## config.mk

```make
export PLATFORM = sky130hd
export DESIGN_NAME = nr_bit_narrow
export DESIGN_NICKNAME = d
export VERILOG_FILES = /design/src/rtl/nr_bit_pkg.sv /design/src/rtl/nr_bit_narrow.sv
export SDC_FILE = /design/constraint.sdc
export NUM_CORES = 1
export LEC_CHECK = 0
export CELL_PAD_IN_SITES_DETAIL_PLACEMENT = 0
export CELL_PAD_IN_SITES_GLOBAL_PLACEMENT = 1
export CORE_MARGIN = 2
export CORE_UTILIZATION = 36
export CTS_BUF_LIST = sky130_fd_sc_hd__clkbuf_4
export DETAILED_ROUTE_END_ITERATION = 8
export MAX_ROUTING_LAYER = met4
export PLACE_DENSITY = 0.85
export REMOVE_ABC_BUFFERS = 1
export SLEW_MARGIN = 5
export SYNTH_ARGS = -nofsm -noshare
export SYNTH_HDL_FRONTEND = slang
export SYNTH_SLANG_ARGS = --single-unit
```

## constraint.sdc

```tcl
create_clock -name clk -period 2.2 [get_ports clk]
set_clock_uncertainty 0.2 [all_clocks]
set_input_delay 0.33 -clock clk [delete_from_list [all_inputs] [get_ports clk]]
set_output_delay 0.33 -clock clk [all_outputs]
set_load 0.05 [all_outputs]
```

## src/rtl/nr_bit_pkg.sv

```systemverilog
// Shared nanoRisk byte/nibble definitions: widths, narrower FSM states and
// nibble helpers used by the extender, compactor and narrower.
package nr_bit_pkg;

    localparam int BYTE_W = 8;
    localparam int NIB_W  = 4;

    typedef enum logic [1:0] {
        IDLE  = 2'd0,
        EMIT0 = 2'd1,
        EMIT1 = 2'd2
    } nr_state_e;

    function automatic logic [NIB_W-1:0] pick_nibble(
        input logic [BYTE_W-1:0] b,
        input logic              take_high
    );
        return take_high ? b[BYTE_W-1:NIB_W] : b[NIB_W-1:0];
    endfunction

    // A byte collapses to one nibble only when it is a pure zero extension.
    function automatic logic is_ext(
        input logic [BYTE_W-1:0] b,
        input logic              compress
    );
        return compress && (b[BYTE_W-1:NIB_W] == {NIB_W{1'b0}});
    endfunction

endpackage

```

## src/rtl/nr_bit_narrow.sv

```systemverilog
// Byte-to-nibble narrower: accepts bytes on one valid/ready stream and emits
// one or two nibbles per byte on a second stream, collapsing zero-extended bytes.
module nr_bit_narrow
    import nr_bit_pkg::*;
#(
    parameter bit MSN_FIRST = 1'b0,
    parameter bit COMPRESS  = 1'b1
) (
    input  logic              clk,
    input  logic              rst,
    input  logic [BYTE_W-1:0] in_data,
    input  logic              in_valid,
    output logic              in_ready,
    output logic [NIB_W-1:0]  out_data,
    output logic              out_valid,
    input  logic              out_ready,
    output logic              out_last,
    output logic              out_ext,
    output logic              out_zero,
    output logic [BYTE_W-1:0] byte_cnt
);

    nr_state_e         state_q, state_d;
    logic [BYTE_W-1:0] hold_q, hold_d;
    logic              out_valid_q, out_valid_d;
    logic [NIB_W-1:0]  out_data_q, out_data_d;
    logic              out_last_q, out_last_d;
    logic              out_ext_q, out_ext_d;
    logic              out_zero_q, out_zero_d;
    logic [BYTE_W-1:0] byte_cnt_q, byte_cnt_d;

    logic byte_done_s;
    logic in_ready_s;
    logic in_acc_s;
    logic ext_s;

    // Next-state, output-register and handshake logic.
    always_comb begin
        state_d     = state_q;
        hold_d      = hold_q;
        out_valid_d = out_valid_q;
        out_data_d  = out_data_q;
        out_last_d  = out_last_q;
        out_ext_d   = out_ext_q;
        out_zero_d  = out_zero_q;
        byte_cnt_d  = byte_cnt_q;

        byte_done_s = out_valid_q && out_ready && out_last_q;
        in_ready_s  = !rst && ((state_q == IDLE) || byte_done_s);
        in_acc_s    = in_valid && in_ready_s;
        ext_s       = is_ext(in_data, COMPRESS);

        case (state_q)
            EMIT0: begin
                if (out_ready && !out_last_q) begin
                    state_d    = EMIT1;
                    out_data_d = pick_nibble(hold_q, !MSN_FIRST);
                    out_last_d = 1'b1;
                end else begin
                    state_d = state_q;
                end
            end
            IDLE, EMIT1: begin
                state_d = state_q;
            end
            default: begin
                state_d     = IDLE;
                out_valid_d = 1'b0;
                out_last_d  = 1'b0;
            end
        endcase

        if (byte_done_s) begin
            byte_cnt_d  = byte_cnt_q + 8'd1;
            state_d     = IDLE;
            out_valid_d = 1'b0;
            out_last_d  = 1'b0;
        end else begin
            byte_cnt_d = byte_cnt_q;
        end

        // A new byte may load on the same edge that retires the previous one.
        if (in_acc_s) begin
            hold_d      = in_data;
            state_d     = EMIT0;
            out_valid_d = 1'b1;
            out_ext_d   = ext_s;
            out_zero_d  = ~|in_data;
            out_last_d  = ext_s;
            out_data_d  = pick_nibble(in_data, MSN_FIRST && !ext_s);
        end else begin
            hold_d = hold_q;
        end
    end

    // State and output registers with synchronous reset.
    always_ff @(posedge clk) begin
        if (rst) begin
            state_q     <= IDLE;
            hold_q      <= 8'h00;
            out_valid_q <= 1'b0;
            out_data_q  <= 4'h0;
            out_last_q  <= 1'b0;
            out_ext_q   <= 1'b0;
            out_zero_q  <= 1'b0;
            byte_cnt_q  <= 8'h00;
        end else begin
            state_q     <= state_d;
            hold_q      <= hold_d;
            out_valid_q <= out_valid_d;
            out_data_q  <= out_data_d;
            out_last_q  <= out_last_d;
            out_ext_q   <= out_ext_d;
            out_zero_q  <= out_zero_d;
            byte_cnt_q  <= byte_cnt_d;
        end
    end

    assign in_ready  = in_ready_s;
    assign out_valid = out_valid_q;
    assign out_data  = out_data_q;
    assign out_last  = out_last_q;
    assign out_ext   = out_ext_q;
    assign out_zero  = out_zero_q;
    assign byte_cnt  = byte_cnt_q;

endmodule

```

---- Yosys cells after proc, flatten, opt, wreduce, memory -nomap -nowiden ----
Cells that the tools add are included.
word-level totals
  bits in registers ....................... 26
  input port bits ......................... 12
  output and inout bits ................... 17
operators by class
  add/subtract/negate cells ............... 1
  eq/ne operators ......................... 6
  muxes and demuxes ....................... 14
  bitwise logic cells ..................... 1
  reductions and logical operators ........ 20
operators with widths
  operator             count
  $mux 4               3
  $add 8x1->8 const B  1
  $mux 1               8
  $reduce_or 8->1      1
  $reduce_and 2->1     3
  $reduce_or 3->1      2
  $logic_and 1x1->1    5
  $logic_not 4->1      1
  $ne 4x4->1 const B   1
  $pmux 2 s2           1
  $reduce_bool 2->1    2
  $logic_not 1->1      3
  $ne 3x1->1 const B   1
  $ne 3x3->1 const B   1
  $eq 2x1->1 const B   1
  $eq 2x2->1 const B   1
  $logic_not 2->1      1
  $mux 2               1
  $ne 2x2->1 const B   1
  $pmux 1 s2           1
  $reduce_or 2->1      1
  $logic_or 1x1->1     1
  $not 1->1            1

---- Depth between registers and ports, before layout ----
  depth in word-level cells ............... 7
  mapped depth ............................ 5
  mapped depth without buffers ............ 4

---- Worst setup path after synthesis ----
OpenSTA, ideal clock, no wires.
  path type ............................... flip-flop to output port
  from .................................... register out_valid_q (netlist: out_valid)
  to ...................................... output port in_ready
  data arrival time ....................... 1956 ps
  setup slack ............................. -286 ps
  cell stages (with the launch flop) ...... 5
  path buffers ............................ 1
  cell sequence ........................... dfxtp_1 > and3_1 > buf_2 > nor2_1 > nor2_1
on the way
  cells in the longest elaborated chain, start to end .. 4
RTL lines
  element                          RTL line              source
  from (decl)                      nr_bit_narrow.sv:25   logic out_valid_q, out_valid_d;
  from (signal assigned)           nr_bit_narrow.sv:110  out_valid_q <= out_valid_d;
  $logic_and 1x1->1 (2 in series)  nr_bit_narrow.sv:48   byte_done_s = out_valid_q && out_ready && out_last_q;
  $logic_or 1x1->1                 nr_bit_narrow.sv:49   in_ready_s = !rst && ((state_q == IDLE) || byte_done_s);
  $logic_and 1x1->1                nr_bit_narrow.sv:49
  to (decl)                        nr_bit_narrow.sv:13   output logic in_ready,
No other way between the ends.

---- Final worst setup path ----
  from .................................... register byte_cnt_q[2] (netlist: byte_cnt[2])
  to ...................................... output port byte_cnt[2]
RTL lines
  element                 RTL line              source
  from (decl)             nr_bit_narrow.sv:30   logic [BYTE_W-1:0] byte_cnt_q, byte_cnt_d;
  from (signal assigned)  nr_bit_narrow.sv:115  byte_cnt_q <= byte_cnt_d;
  to (decl)               nr_bit_narrow.sv:20   output logic [BYTE_W-1:0] byte_cnt
No word-level cell between the ends.

==> impl_metrics.yaml <==
power:
  power_frac_seq_pct: 52.5
  power_switching_uw: 268
  p_comb_share_pct: 25.8
  intPower_uw: 583
  ir_drop_v: 0.000395
  swShare_pct: 31.5
  p_leak_uw: 0.000523
  clkPwrFrac_pct: 21.6
  total_power_uw: 851
  powerDensity_nw_per_um2: 599
cells_and_area:
  layout-drive-gt1-share_pct: 12.8
  fin_util_pct: 52.0
  finalNetCount: 163
  fillers: 274
  final_cell_mix: "clkdlybuf4s50_1 (24), dfxtp_1 (22), a21oi_1 (18)"
  diodes: 0
  syn_to_final_growth_pct: 38.7
  final_common_cell: "clkdlybuf4s50_1"
worst_setup_path:
  cp_top_family: "buffers and inverters"
  crit_required_ns: 1.67
  endpoint: "byte_cnt[2]"
  cp_slowest_cell: "clkdlybuf4s50_1"
  r2r_slack_ns: 0.46
  timing.rr.start: "out_valid"
  worst_r2r_endpoint: "out_last"
  arrival_ns: 1.59
  slowest_delay_ns: 0.84
  critPathBufInv: 1
  path_max_fanout: 5
  path_cells: "clkdlybuf4s50_1"
  startpoint: "byte_cnt[2]"
  rr_worst_depth: 4
  start_kind: "flip-flop"
  cp.depth: 1
  crit_type: "flip-flop to output pin"
  cp-end-kind: "output pin"
sta:
  finalHoldViolCount: 0
  drv_slew: 0
  setup_viol_count_final: 0
  fmax_ghz: 0.472
  setup_tns_ns: 0
  layout_setup_ws_ns: 0.0832
  rsz0062_at_grt: "false"
  tightest_slew_ns: 0.505
  relSlewSlack_pct: 66.2
  fin_crit_ns: 2.12
  period_share_pct: 96.2
  fin_hold_ws_ns: 0.285
die:
  row_count: 19
  die_h_um: 57.4
  die-area_um2: 3290
  die_w_um: 57.4
  io_pins: 29
  core_area_um2: 2730
  start_util_pct: 37.5
place:
  port_buffers: 28
  gp_congestion: 0.768
  hpwl_um: 1860
  place_ws_ns: 0.0862
detailed_routing:
  num_vias: 1014
  wire_per_inst_um: 13.9
  drt_first_pass_iters: 5
  vias_per_cell: 5.63
  drc: 0
  ant_nets: 0
  routed_wl_um: 2510
  drt_iter0_drc: 16
yosys:
  yosys.area_share.adder_pct: 1.22
  synthMuxAreaShare_pct: 3.91
  synth-edff-count: 0
  ys.flop_type: "dfxtp_1"
  synth_xor_xnor_area_share_pct: 1.71
  seq_area_frac_synth_pct: 43.0
  synthArstFlopShare_pct: 0
  yosys_warnings: 0
  synth.ff_latch_count: 22
  syn_avg_cell_area_um2: 8.83
  syn_inst: 116
  synth_simple_gate_area_share_pct: 22.1
  synth_compound_area_share_pct: 24.5
  syn_area_um2: 1020
  synth_top_family_by_area: "compound AO/OA/AOI/OAI gates"
  synth_cell_types: 33
clocking:
  cts.sinks: 22
  cts_resized: 0
  htree_levels: 1
  cts_root_buf: "clkbuf_4"
  tritoncts: "done"
  cts-buffers-inserted: 3
  cts_setup_buffers: 0
  cts_buffer_depth: 2
  clock_latency_ns: 0.30
  path_clk_slew_ns: 0.12
  cts_hold_buf: 0
global_route:
  grt_overflow: 0
  grt_pass1_vias: 957
  grt_max_degree: 23
  grt_pass1_wl_um: 4320
  track_usage_pct: 17.1
  antenna_found_initial: 0
job:
  maxCapViolCount: 0
hold_path:
  hp-class: "flip-flop to flip-flop"
status:
  status: "finished clean"
[state kept, by name, summed over array words and instances (netlist names)]
register and cells:
out_data 4, out_zero 1, hold_q 4, out_last 1, state_q 2, byte_cnt 8
out_valid 1, out_ext 1
[layer usage]
layer	vias up	part of all wire, %	track usage [%]
li1	511	-	-
met1	468	45	21.1
met2	33	49	28.7
met3	2	5.4	2.95
met4	0	0.72	4.98
met5	-	0	-
[worst min path at each step]
stage           startpoint           to  slack, ns  cells past startpoint
2_1_floorplan          rst  byte_cnt[1]       0.20                      1
3_3_place_gp     hold_q[4]    hold_q[4]       0.26                      2
3_5_place_dp       out_ext      out_ext       0.26                      2
4_1_cts            out_ext      out_ext       0.28                      2
5_1_grt          hold_q[4]    hold_q[4]       0.31                      2
6_report       byte_cnt[7]  byte_cnt[7]       0.29                      2
[cell usage after synthesis (all sizes together), types with 3 or more instances]
library cell | count | area share (%)
clkbuf | 4 | 1.6
nand4 | 4 | 2.4
dfxtp | 22 | 43
a211oi | 5 | 3.7
buf | 4 | 2.0
nand2 | 5 | 1.8
mux2i | 4 | 3.9
nand3 | 9 | 5.6
or3 | 3 | 1.8
o21ai | 5 | 2.8
a21oi | 18 | 8.8
o211ai | 5 | 3.7
nor2 | 8 | 3.2
[power by group through the flow]
stage	logic (µW)	clock network, µW	registers [µW]
5_1_grt	234	209	453
3_5_place_dp	221	0	456
3_3_place_gp	219	0	455
2_1_floorplan	75.0	0	498
4_1_cts	221	195	447
6_report	220	184	447
[metrics by stage]
step,std cells,instance area (µm²)
floorplan,108,988
global route,180,1420
global placement,176,1390
detailed placement,176,1390
finish,180,1420
CTS,180,1420
[worst reg2reg max path: stages (launching register included)]
cell and delay, ns:
dfxtp_1 0.53, and3_1 0.30, buf_12 0.15, o21ai_2 0.07, a2111oi_1 0.37
[final cells by class]
| type | count | area (µm²) | area share [%] |
|---|---|---|---|
| clock inverters | 1 | 3.75 | 0.264 |
| well taps | 31 | 38.8 | 2.73 |
| flip-flops and latches | 22 | 440 | 31.0 |
| clock buffers | 3 | 22.5 | 1.58 |
| repair buffers | 37 | 368 | 25.9 |
| multi-input cells | 86 | 548 | 38.6 |
[cells by family after synthesis]
| group | after synthesis |
|---|---|
| xor gates and xnor gates | 2 |
| DFF | 22 |
| and+or+nand+nor | 39 |
| buffers and inverters | 8 |
| muxes | 4 |
| AOI/OAI and AO/OA | 40 |
| adders and majority gates | 1 |
Note: power is estimated with default switching activity, not from simulation.
